### config.mk
export PLATFORM = sky130hd
export DESIGN_NAME = pipeline_ctrl
export DESIGN_NICKNAME = d
export VERILOG_FILES = /design/src/rtl/pipeline_ctrl.sv
export SDC_FILE = /design/constraint.sdc
export NUM_CORES = 1
export LEC_CHECK = 0
export ABC_AREA = 0
export BUFFER_PORTS_ARGS = -buffer_cell sky130_fd_sc_hd__buf_2
export CAP_MARGIN = 20
export CORE_AREA = 2 2 59 61
export DETAILED_ROUTE_END_ITERATION = 6
export DIE_AREA = 0 0 61 63
export GPL_TIMING_DRIVEN = 0
export PLACE_DENSITY = 0.62
export SLEW_MARGIN = 20
export SYNTH_ARGS = -nofsm -noshare
export SYNTH_HDL_FRONTEND = slang
export SYNTH_SLANG_ARGS = --single-unit
### constraint.sdc
create_clock -name clock -period 2.2 [get_ports clock]
set_input_delay 0.44 -clock clock [delete_from_list [all_inputs] [get_ports clock]]
set_output_delay 0.44 -clock clock [all_outputs]
set_load 0.01 [all_outputs]
### src/rtl/pipeline_ctrl.sv
// Pipeline control sequencer: stage write enables, flush/bubble, watchdog and sticky halt.
// Optional performance counters are built when PIPECTRL_STATS_EN is defined.
module pipeline_ctrl #(
  parameter int unsigned CNT_W    = 16,
  parameter int unsigned WDOG_MAX = 7
) (
  input  logic             clock,
  input  logic             reset,
  input  logic             stall_req,
  input  logic             branch_taken,
  input  logic             mem_wait,
  input  logic             halt_req,
  output logic             pc_we,
  output logic             ifid_we,
  output logic             ifid_flush,
  output logic             idex_bubble,
  output logic             exmem_we,
  output logic [1:0]       state,
  output logic             deadlock,
  output logic [CNT_W-1:0] stall_cnt,
  output logic [CNT_W-1:0] flush_cnt
);

  localparam int unsigned WDOG_W = 8;

  typedef enum logic [1:0] {
    ST_RUN   = 2'd0,
    ST_ILOCK = 2'd1,
    ST_MWAIT = 2'd2,
    ST_HALT  = 2'd3
  } state_e;

  state_e            state_q, state_d;
  logic [WDOG_W-1:0] wdog_q, wdog_d;
  logic              deadlock_q, deadlock_d;
  logic              halting;

  // A held HALT state is masked while reset is asserted so the RUN decode applies.
  assign halting = halt_req || ((state_q == ST_HALT) && reset);

  // Priority decode: halt > mem_wait > stall_req > branch_taken
  always_comb begin
    pc_we       = 1'b1;
    ifid_we     = 1'b1;
    ifid_flush  = 1'b0;
    idex_bubble = 1'b0;
    exmem_we    = 1'b1;
    state_d     = ST_RUN;
    wdog_d      = '0;
    deadlock_d  = deadlock_q;
    if (halting) begin
      pc_we    = 1'b0;
      ifid_we  = 1'b0;
      exmem_we = 1'b0;
      state_d  = ST_HALT;
    end else if (mem_wait) begin
      pc_we    = 1'b0;
      ifid_we  = 1'b0;
      exmem_we = 1'b0;
      state_d  = ST_MWAIT;
      wdog_d   = wdog_q;
    end else if (stall_req) begin
      pc_we       = 1'b0;
      ifid_we     = 1'b0;
      idex_bubble = 1'b1;
      state_d     = ST_ILOCK;
      wdog_d      = (wdog_q == {WDOG_W{1'b1}}) ? wdog_q : wdog_q + WDOG_W'(1);
      if (wdog_d >= WDOG_W'(WDOG_MAX)) begin
        deadlock_d = 1'b1;
      end
    end else if (branch_taken) begin
      ifid_flush = 1'b1;
    end
  end

  always_ff @(posedge clock) begin
    if (!reset) begin
      state_q    <= ST_RUN;
      wdog_q     <= '0;
      deadlock_q <= 1'b0;
    end else begin
      state_q    <= state_d;
      wdog_q     <= wdog_d;
      deadlock_q <= deadlock_d;
    end
  end

  assign state    = state_q;
  assign deadlock = deadlock_q;

`ifdef PIPECTRL_STATS_EN
  logic [CNT_W-1:0] stall_cnt_q, stall_cnt_d;
  logic [CNT_W-1:0] flush_cnt_q, flush_cnt_d;

  // Bubbles are only ever raised by an interlock, so the bubble line is the stall event.
  always_comb begin
    stall_cnt_d = stall_cnt_q + CNT_W'(idex_bubble);
    flush_cnt_d = flush_cnt_q + CNT_W'(ifid_flush);
  end

  always_ff @(posedge clock) begin
    if (!reset) begin
      stall_cnt_q <= '0;
      flush_cnt_q <= '0;
    end else begin
      stall_cnt_q <= stall_cnt_d;
      flush_cnt_q <= flush_cnt_d;
    end
  end

  assign stall_cnt = stall_cnt_q;
  assign flush_cnt = flush_cnt_q;
`else
  assign stall_cnt = '0;
  assign flush_cnt = '0;
`endif

endmodule
==> results of run 1 <==
-- per-layer routing --
metal	vias to the layer above	global-route usage	wire, um
met5	-	0	0
li1	451	-	-
met2	29	0.159	953
met1	375	0.132	836
met3	4	0.0186	119
met4	0	0.0489	32
-- power by group through the flow --
stage / Clock [mW] / Combinational, mW / Sequential (mW)
4_1_cts: 0.152 / 0.105 / 0.205
5_1_grt: 0.158 / 0.119 / 0.207
2_1_floorplan: 0 / 0.0878 / 0.211
3_5_place_dp: 0 / 0.105 / 0.210
6_report: 0.144 / 0.109 / 0.206
3_3_place_gp: 0 / 0.105 / 0.210
-- layout make-up --
cell class                      count  area, um^2
Buffer                             38         273
Sequential cell                    11         220
Multi-Input combinational cell    101         556
Tap cell                           46        57.6
Clock buffer                        4        26.3
Timing Repair Buffer               12        60.1
Inverter                            1        3.75
Fill cell                         346        2040
-- cells by family after synthesis --
family	Yosys count
fa+ha+maj	1
xor+xnor	1
buf+inv	39
simple gates	40
other cells	1
flops	11
compound gates	27
-- through the flow --
step                      total power [mW]  utilization  instance area, um^2  hold WS [ps]
after floorplan                      0.299            -                 1050           504
after global placement               0.315        0.360                 1160           552
after detailed placement             0.315        0.360                 1160           558
after CTS                            0.462        0.368                 1190           438
after global routing                 0.484        0.370                 1200           462
final                                0.459        0.370                 1200           456
-- synth_stat cells (all sizes together), types with 2 or more instances --
library cell   n
buf           36
dfxtp         11
a21oi          9
nor2           8
nand2          6
nor3           6
and2           3
nand3          3
nor2b          3
o21ai          3
or3            3
a31o           2
clkbuf         2
nand2b         2
nand4          2
o31ai          2
-- critical path, delay by kind of cell (launching register included) --
family	cells	cell delay [ps]
buf+inv	1	120
simple gates	2	370
compound gates	1	370
flops	1	340
-- worst max path at each step --
stage               startpoint          to  cells after the start
floorplan                reset  ifid_flush                      3
global placement         reset  ifid_flush                      5
detailed placement       reset  ifid_flush                      5
CTS                   state[0]  ifid_flush                      4
global route          state[0]  ifid_flush                      4
finish                state[0]  ifid_flush                      4
-- registers in the layout (all words and copies together), names as in the netlist --
name      count
deadlock      1
wdog_q        8
state         2
-- what timing repair did --
item                       CTS  global route
resized for setup            0             1
setup endpoints to repair    0             1
hold buffers                 0             0
==> impl_metrics.toml, run 1 <==
[logic_synthesis]
synth_compound_area_frac = 0.195
ys.warnings.count = 0
synth_top_family_by_area = "buffers and inverters"
async_reset_ff_frac = 0
synth_xor_area_frac = 0.00942
syn_inst = 120
synth_cell_types = 37
netlist_top_cells_area = "buf_4 27%, dfxtp_1 24%, a21oi_1 4.8%, nor3_1 3.2%, nor2_1 3.2%"
avgSynthCellArea_um2 = 7.75
synth_fa_ha_area_frac = 0.0135
yosys.area_share.simple = 0.244
seq_area_frac_synth = 0.237
synth.area.mux_share = 0
synth_top_cell_by_area = "buf_4"
synth_top_area_frac = 0.275
synth.cell_area_um2 = 930
synth-edff-count = 0
ys.flop_type = "dfxtp_1"
ys_seq_elements = 11

[layout]
area_delta_synth_final_pct = 28.7
fin_nets = 175
n_antenna_cell = 0
layout_common_cells = "34 x buf_4, 32 x conb_1, 14 x buf_2"
layout-drive-gt1-share = 0.329
instances_no_fill = 213
final_common_cell = "buf_4"

[sta]
fin_crit_ps = 1900
finalMaxSlewViolations = 0
setup_tns_ps = 0
finalClockSkew_ps = 7.61
fin_ws_ps = 299
rsz0062_at_grt = "false"
final_hold_viol_count = 0
max_freq_mhz = 526
setup_viol = 0
post-route-period-util = 0.864

[floorplan]
num_rows = 21
ios = 46
die_h_um = 63
core_um2 = 3230
start_util = 0.288
die_w_um = 61
die_area_um2 = 3840

[setup_path]
crit_path_start_kind = "register"
critPathMaxStageDelay_ps = 370
cp.arrival_ps = 1460
cp.required_ps = 1760
cp_max_fo = 4
cp_slowest_cell = "a311oi_2"
crit_chain = "a311oi_2 -> nor2b_1 -> and2_1 -> buf_2"
r2r_slack_ps = 410
crit_path_end_kind = "primary output"
timing.rr.end = "wdog_q[7]"
timing.rr.start = "wdog_q[0]"
r2r_cells = 5
critPathKind = "register to primary output"

[pwr]
ir_drop_mv = 0.193
combPwrFrac = 0.237
swShare = 0.291
pwr_density_cell_nw_per_um2 = 384
clockPowerShare = 0.314
internal_power_mw = 0.326
p_sw_mw = 0.134
p_leak_nw = 0.584
p_seq_frac = 0.449

[drt]
drtPass1Iterations = 4
drc = 0
drt-total-wl_um = 1940
drt_iter0_drc = 33
routed_via_density = 4.03
ant_nets = 0
wl_per_cell_um = 9.12
vias = 859

[placement]
pre_cts_slack_ps = 263
place_congestion = 0.897
dp.cells = 209
dp_hpwl_um = 1420
port_buffers = 12

[worst_hold_path]
min_to = "state[1]"
worstHoldPathCells = 2
hp-class = "input port to register"
holdCritStartpoint = "reset"

[cts]
clkLatencyLatePin_ps = 270
cts_setup_buffers = 0
cts_tree = "built"
cts_buffers = 3
h-tree-depth = 1
clock-sinks = 11
clk_path_buf_depth = 2
cts_root_buf = "clkbuf_4"
cts.clk_slew.worst_paths_ps = 70

[status]
status = "completed"

[global_routing]
grtUsageTotal = 0.102
grt_pass1_vias = 714
grt_max_degree = 11
antenna_found_initial = 0
grt.overflow.total = 0
grt_pass1_wl_um = 3060

[flow_run]
cap_viol_max_count = 0
No activity file was read; power rests on OpenSTA's default activity.
==> inputs of run 2 (changes only) <==
Settings changed: CORE_AREA 2 2 59 61 to 2 2 49 51, DIE_AREA 0 0 61 63 to 0 0 51 53, PLACE_DENSITY 0.62 to 0.83.
==> run 2 against run 1 <==
Net effect: register-to-register slack about the same; clock power about the same; via count increased by 3.3%; global-route usage increased by 3.8 points; combinational power about the same; clock-buffer cell count unchanged; largest cell class unchanged; highest routed layer unchanged.
==> impl_metrics.toml, run 2 (synthesized netlist as in run 1, its figures left out) <==
[setup_path]
crit_path_end_kind = "primary output"
cp_slowest_cell = "a311oi_1"
crit_path_start_kind = "register"
path_buf_inv = 1
cp.arrival_ps = 1550
cp-startpoint = "state[0]"
cp_max_fo = 4
critPathKind = "register to primary output"
cp.required_ps = 1760
crit_chain = "a311oi_1 -> nor2b_1 -> and2_1 -> buf_2"
critPathMaxStageDelay_ps = 430
timing.rr.start = "wdog_q[0]"
cp_top_family = "compound AO/OA/AOI/OAI gates"

[pwr]
p_leak_nw = 0.583
pwr_density_cell_nw_per_um2 = 392
ir_drop_mv = 0.220

[placement]
port_buffers = 12
place_congestion = 0.869
pre_cts_slack_ps = 239
dp.cells = 191
dp_hpwl_um = 1510

[cts]
clk_path_buf_depth = 2
cts_buffers = 3
cts-resized-gates = 0
postCtsHoldBufs = 0
cts_tree = "built"
cts_root_buf = "clkbuf_4"
h-tree-depth = 1
clock-sinks = 11
cts_setup_buffers = 0
cts.clk_slew.worst_paths_ps = 70
clkLatencyLatePin_ps = 280

[drt]
vias = 887
drt-total-wl_um = 1910
drt_iter0_drc = 17
wl_per_cell_um = 9.79
routed_via_density = 4.55
drtPass1Iterations = 4
drc = 0
ant_nets = 0

[sta]
finalClockSkew_ps = 2.43
max_freq_mhz = 504
setup_viol = 0
fin_ws_ps = 215
final_hold_viol_count = 0
setup_tns_ps = 0
whs_ps = 436
post-route-period-util = 0.902
finalMaxSlewViolations = 0
fin_crit_ps = 1990
rsz0062_at_grt = "false"

[layout]
largest_reg_flops = 8
n_antenna_cell = 0
regMostFlops = "wdog_q"
layout-drive-gt1-share = 0.323
layout_common_cells = "34 x buf_4, 32 x conb_1, 14 x buf_2"
fin_nets = 175
final_common_cell = "buf_4"
instances_no_fill = 195
area_delta_synth_final_pct = 25.6

[floorplan]
die_area_um2 = 2700
die_h_um = 53
ios = 46
start_util = 0.433
core_um2 = 2150
die_w_um = 51
num_rows = 17

[global_routing]
grt_pass1_wl_um = 2830
grt_max_degree = 11
grtUsageTotal = 0.140
antenna_found_initial = 0
grt_pass1_vias = 688
grt.overflow.total = 0

[worst_hold_path]
holdCritStartpoint = "reset"
hp-class = "input port to register"

[status]
status = "completed"

[flow_run]
cap_viol_max_count = 0
-- run 2: cell count changes in the layout (fill, tap and decap cells not counted) --
cell / before / now
a311oi_1: 0 / 1
a311oi_2: 1 / 0
-- run 2: final timing paths --
check / depth (start not counted) / endpoint / slack (ps)
max: 4 / ifid_flush / 210
max reg2reg: 5 / wdog_q[7] / 420
min: 2 / state[1] / 440
min reg2reg: 2 / wdog_q[7] / 560
-- run 2: metrics by stage --
step	total power [mW]	utilization	cell area, um^2
2_1_floorplan	0.299	-	1050
3_3_place_gp	0.314	0.531	1140
3_5_place_dp	0.315	0.531	1140
4_1_cts	0.455	0.543	1170
5_1_grt	0.480	0.543	1170
6_report	0.458	0.543	1170
-- run 2: layout make-up --
type / instances / area, um^2
multi-input combinational: 101 / 549
sequential: 11 / 220
tap: 28 / 35.0
buffer: 38 / 273
inverter: 1 / 3.75
fill: 214 / 981
timing repair buffer: 12 / 60.1
clock buffer: 4 / 26.3
-- run 2: power by group --
group / internal [mW] / switching (mW) / total, mW
Sequential: 0.202 / 0.00312 / 0.205
Clock: 0.0705 / 0.0741 / 0.145
Combinational: 0.0526 / 0.0555 / 0.108
Total: 0.325 / 0.133 / 0.458
-- run 2: routing by layer --
layer	track usage	vias to the layer above	wire (um)
met2	0.249	31	985
met4	0.0811	0	44
met1	0.154	394	754
met3	0.0254	7	124
li1	-	455	-
met5	0	-	0
==> inputs of run 3 (changes only) <==
Settings changed: ABC_AREA 0 to 1.
Clock period 2.2 ns to 2 ns, I/O delays scaled along.
==> run 3 against run 2 <==
Net effect: non-clock buffer count is 4 lower; combinational power is 11% higher; synthesized area is 0.94% higher; final cell count is 10% higher; core utilization is 1.0 points higher; register-to-register slack hardly changed; synthesized cell count is 17% higher; sequential cell count stayed put; sequential share of layout area is 0.36 points lower; critical path type unchanged.
==> impl_metrics.toml, run 3 <==
[status]
status = "completed"

[cts]
cts.clk_slew.worst_paths_ps = 70
clkLatencyLatePin_ps = 270
cts_setup_buffers = 0
cts_tree = "built"
h-tree-depth = 1
cts_root_buf = "clkbuf_4"
postCtsHoldBufs = 0
clock-sinks = 11
cts_buffers = 3
clk_path_buf_depth = 2

[layout]
n_antenna_cell = 0
largest_reg_flops = 8
regMostFlops = "wdog_q"
final_common_cell = "buf_4"
fillers = 222
fin_nets = 195
layout-drive-gt1-share = 0.321
area_delta_synth_final_pct = 26.8
layout_common_cells = "33 x buf_4, 32 x nand2_1, 32 x conb_1"

[setup_path]
timing.rr.end = "deadlock"
cp_max_fo = 3
timing.rr.start = "wdog_q[0]"
crit_path_end_kind = "primary output"
crit_path_start_kind = "register"
r2r_slack_ps = 430
cp.arrival_ps = 1440
r2r_cells = 10
cp.required_ps = 1600
critPathKind = "register to primary output"

[placement]
port_buffers = 12
place_congestion = 0.827
dp_hpwl_um = 1260

[floorplan]
die_h_um = 53
die_w_um = 51
num_rows = 17
die_area_um2 = 2700
core_um2 = 2150
ios = 46
start_util = 0.437

[logic_synthesis]
synth_cell_types = 25
seq_area_frac_synth = 0.235
synth_common_cells = "33 x buf_4, 32 x nand2_1, 18 x inv_1"
netlist_top_cells_area = "buf_4 26%, dfxtp_1 23%, nand2_1 13%, inv_1 7.2%, a21oi_1 3.7%"
ys.flop_type = "dfxtp_1"
syn_inst = 140
synth_top_cell_by_area = "buf_4"
synth_top_area_frac = 0.264
avgSynthCellArea_um2 = 6.70
ys.warnings.count = 0
synth_most_common_cell = "buf_4"
synth-edff-count = 0
synth.cell_area_um2 = 938
async_reset_ff_frac = 0
ys_seq_elements = 11

[sta]
finalClockSkew_ps = 7.95
setup_viol = 0
finalMaxSlewViolations = 0
max_freq_mhz = 544
post-route-period-util = 0.919
fin_crit_ps = 1840
setup_tns_ps = 0
final_hold_viol_count = 0
rsz0062_at_grt = "false"

[pwr]
ir_drop_mv = 0.358
p_leak_nw = 0.656
finalPower_mw = 0.500
pwr_density_cell_nw_per_um2 = 420

[worst_hold_path]
hp-class = "input port to register"
worstHoldPathCells = 3
min_to = "state[0]"
holdCritStartpoint = "reset"

[global_routing]
grt_pass1_vias = 626
grt.overflow.total = 0
grt_pass1_wl_um = 2460
grt_max_degree = 11
antenna_found_initial = 0
grtUsageTotal = 0.119

[drt]
routed_via_density = 3.82
ant_nets = 0
drt-total-wl_um = 1540
drtPass1Iterations = 4
vias = 822
drc = 0
drt_iter0_drc = 12
wl_per_cell_um = 7.16

[flow_run]
cap_viol_max_count = 0
==> run 3: layer usage <==
| metal | wire [um] | part of all wire | track usage | vias up |
|---|---|---|---|---|
| li1 | - | - | - | 458 |
| met5 | 0 | 0 | 0 | - |
| met4 | 21 | 0.014 | 0.0541 | 0 |
| met2 | 708 | 0.46 | 0.199 | 29 |
| met3 | 118 | 0.077 | 0.0254 | 2 |
| met1 | 692 | 0.45 | 0.146 | 333 |
==> run 3: power breakdown <==
group	internal [mW]	switching (mW)	leakage, nW
logic	0.0571	0.0630	0.551
registers	0.222	0.00229	0.0893
clock network	0.0773	0.0775	0.0150
total	0.357	0.143	0.656
==> run 3: cells by family after synthesis <==
family          synth area share
compound gates            0.0827
xor+xnor                  0.0187
fa+ha+maj                 0.0133
buf+inv                    0.344
flops                      0.235
other cells              0.00400
simple gates               0.303
==> run 3: worst max-delay path by stage <==
stage / startpoint / slack (ps) / to
floorplan: mem_wait / 460 / idex_bubble
global placement: reset / 210 / pc_we
detailed placement: reset / 190 / pc_we
CTS: state[0] / 60 / pc_we
global route: state[1] / 40 / pc_we
finish: state[0] / 160 / pc_we
==> run 3: stage by stage <==
stage | hold WS [ps] | std cells | area [um^2] | utilization | setup slack [ps]
2_1_floorplan | 462 | 171 | 1050 | - | 462
3_3_place_gp | 447 | 211 | 1150 | 0.535 | 208
3_5_place_dp | 451 | 211 | 1150 | 0.535 | 186
4_1_cts | 366 | 215 | 1180 | 0.547 | 63.9
5_1_grt | 392 | 215 | 1190 | 0.554 | 36.7
6_report | 370 | 215 | 1190 | 0.554 | 161
==> run 3: repair_timing <==
item                                    in CTS  in global routing
gates resized for setup                      0                  2
endpoints found under the setup margin       0                  1
endpoints found under the hold margin        0                  0
==> run 3: final cells by class <==
class	count	area (um^2)	share of cell area
well taps	28	35.0	0.0294
inverters	19	71.3	0.0599
flip-flops and latches	11	220	0.185
multi-input cells	107	526	0.442
clock buffers	4	26.3	0.0221
repair buffers	12	60.1	0.0505
plain buffers	34	251	0.211
==> run 3: worst max-delay path, stage by stage (launching register included) <==
cell and delay (ps):
dfxtp_1 350, inv_1 70, o31ai_4 240, inv_1 80, nand2_1 110, nor2_1 70
buf_4 120, buf_2 130
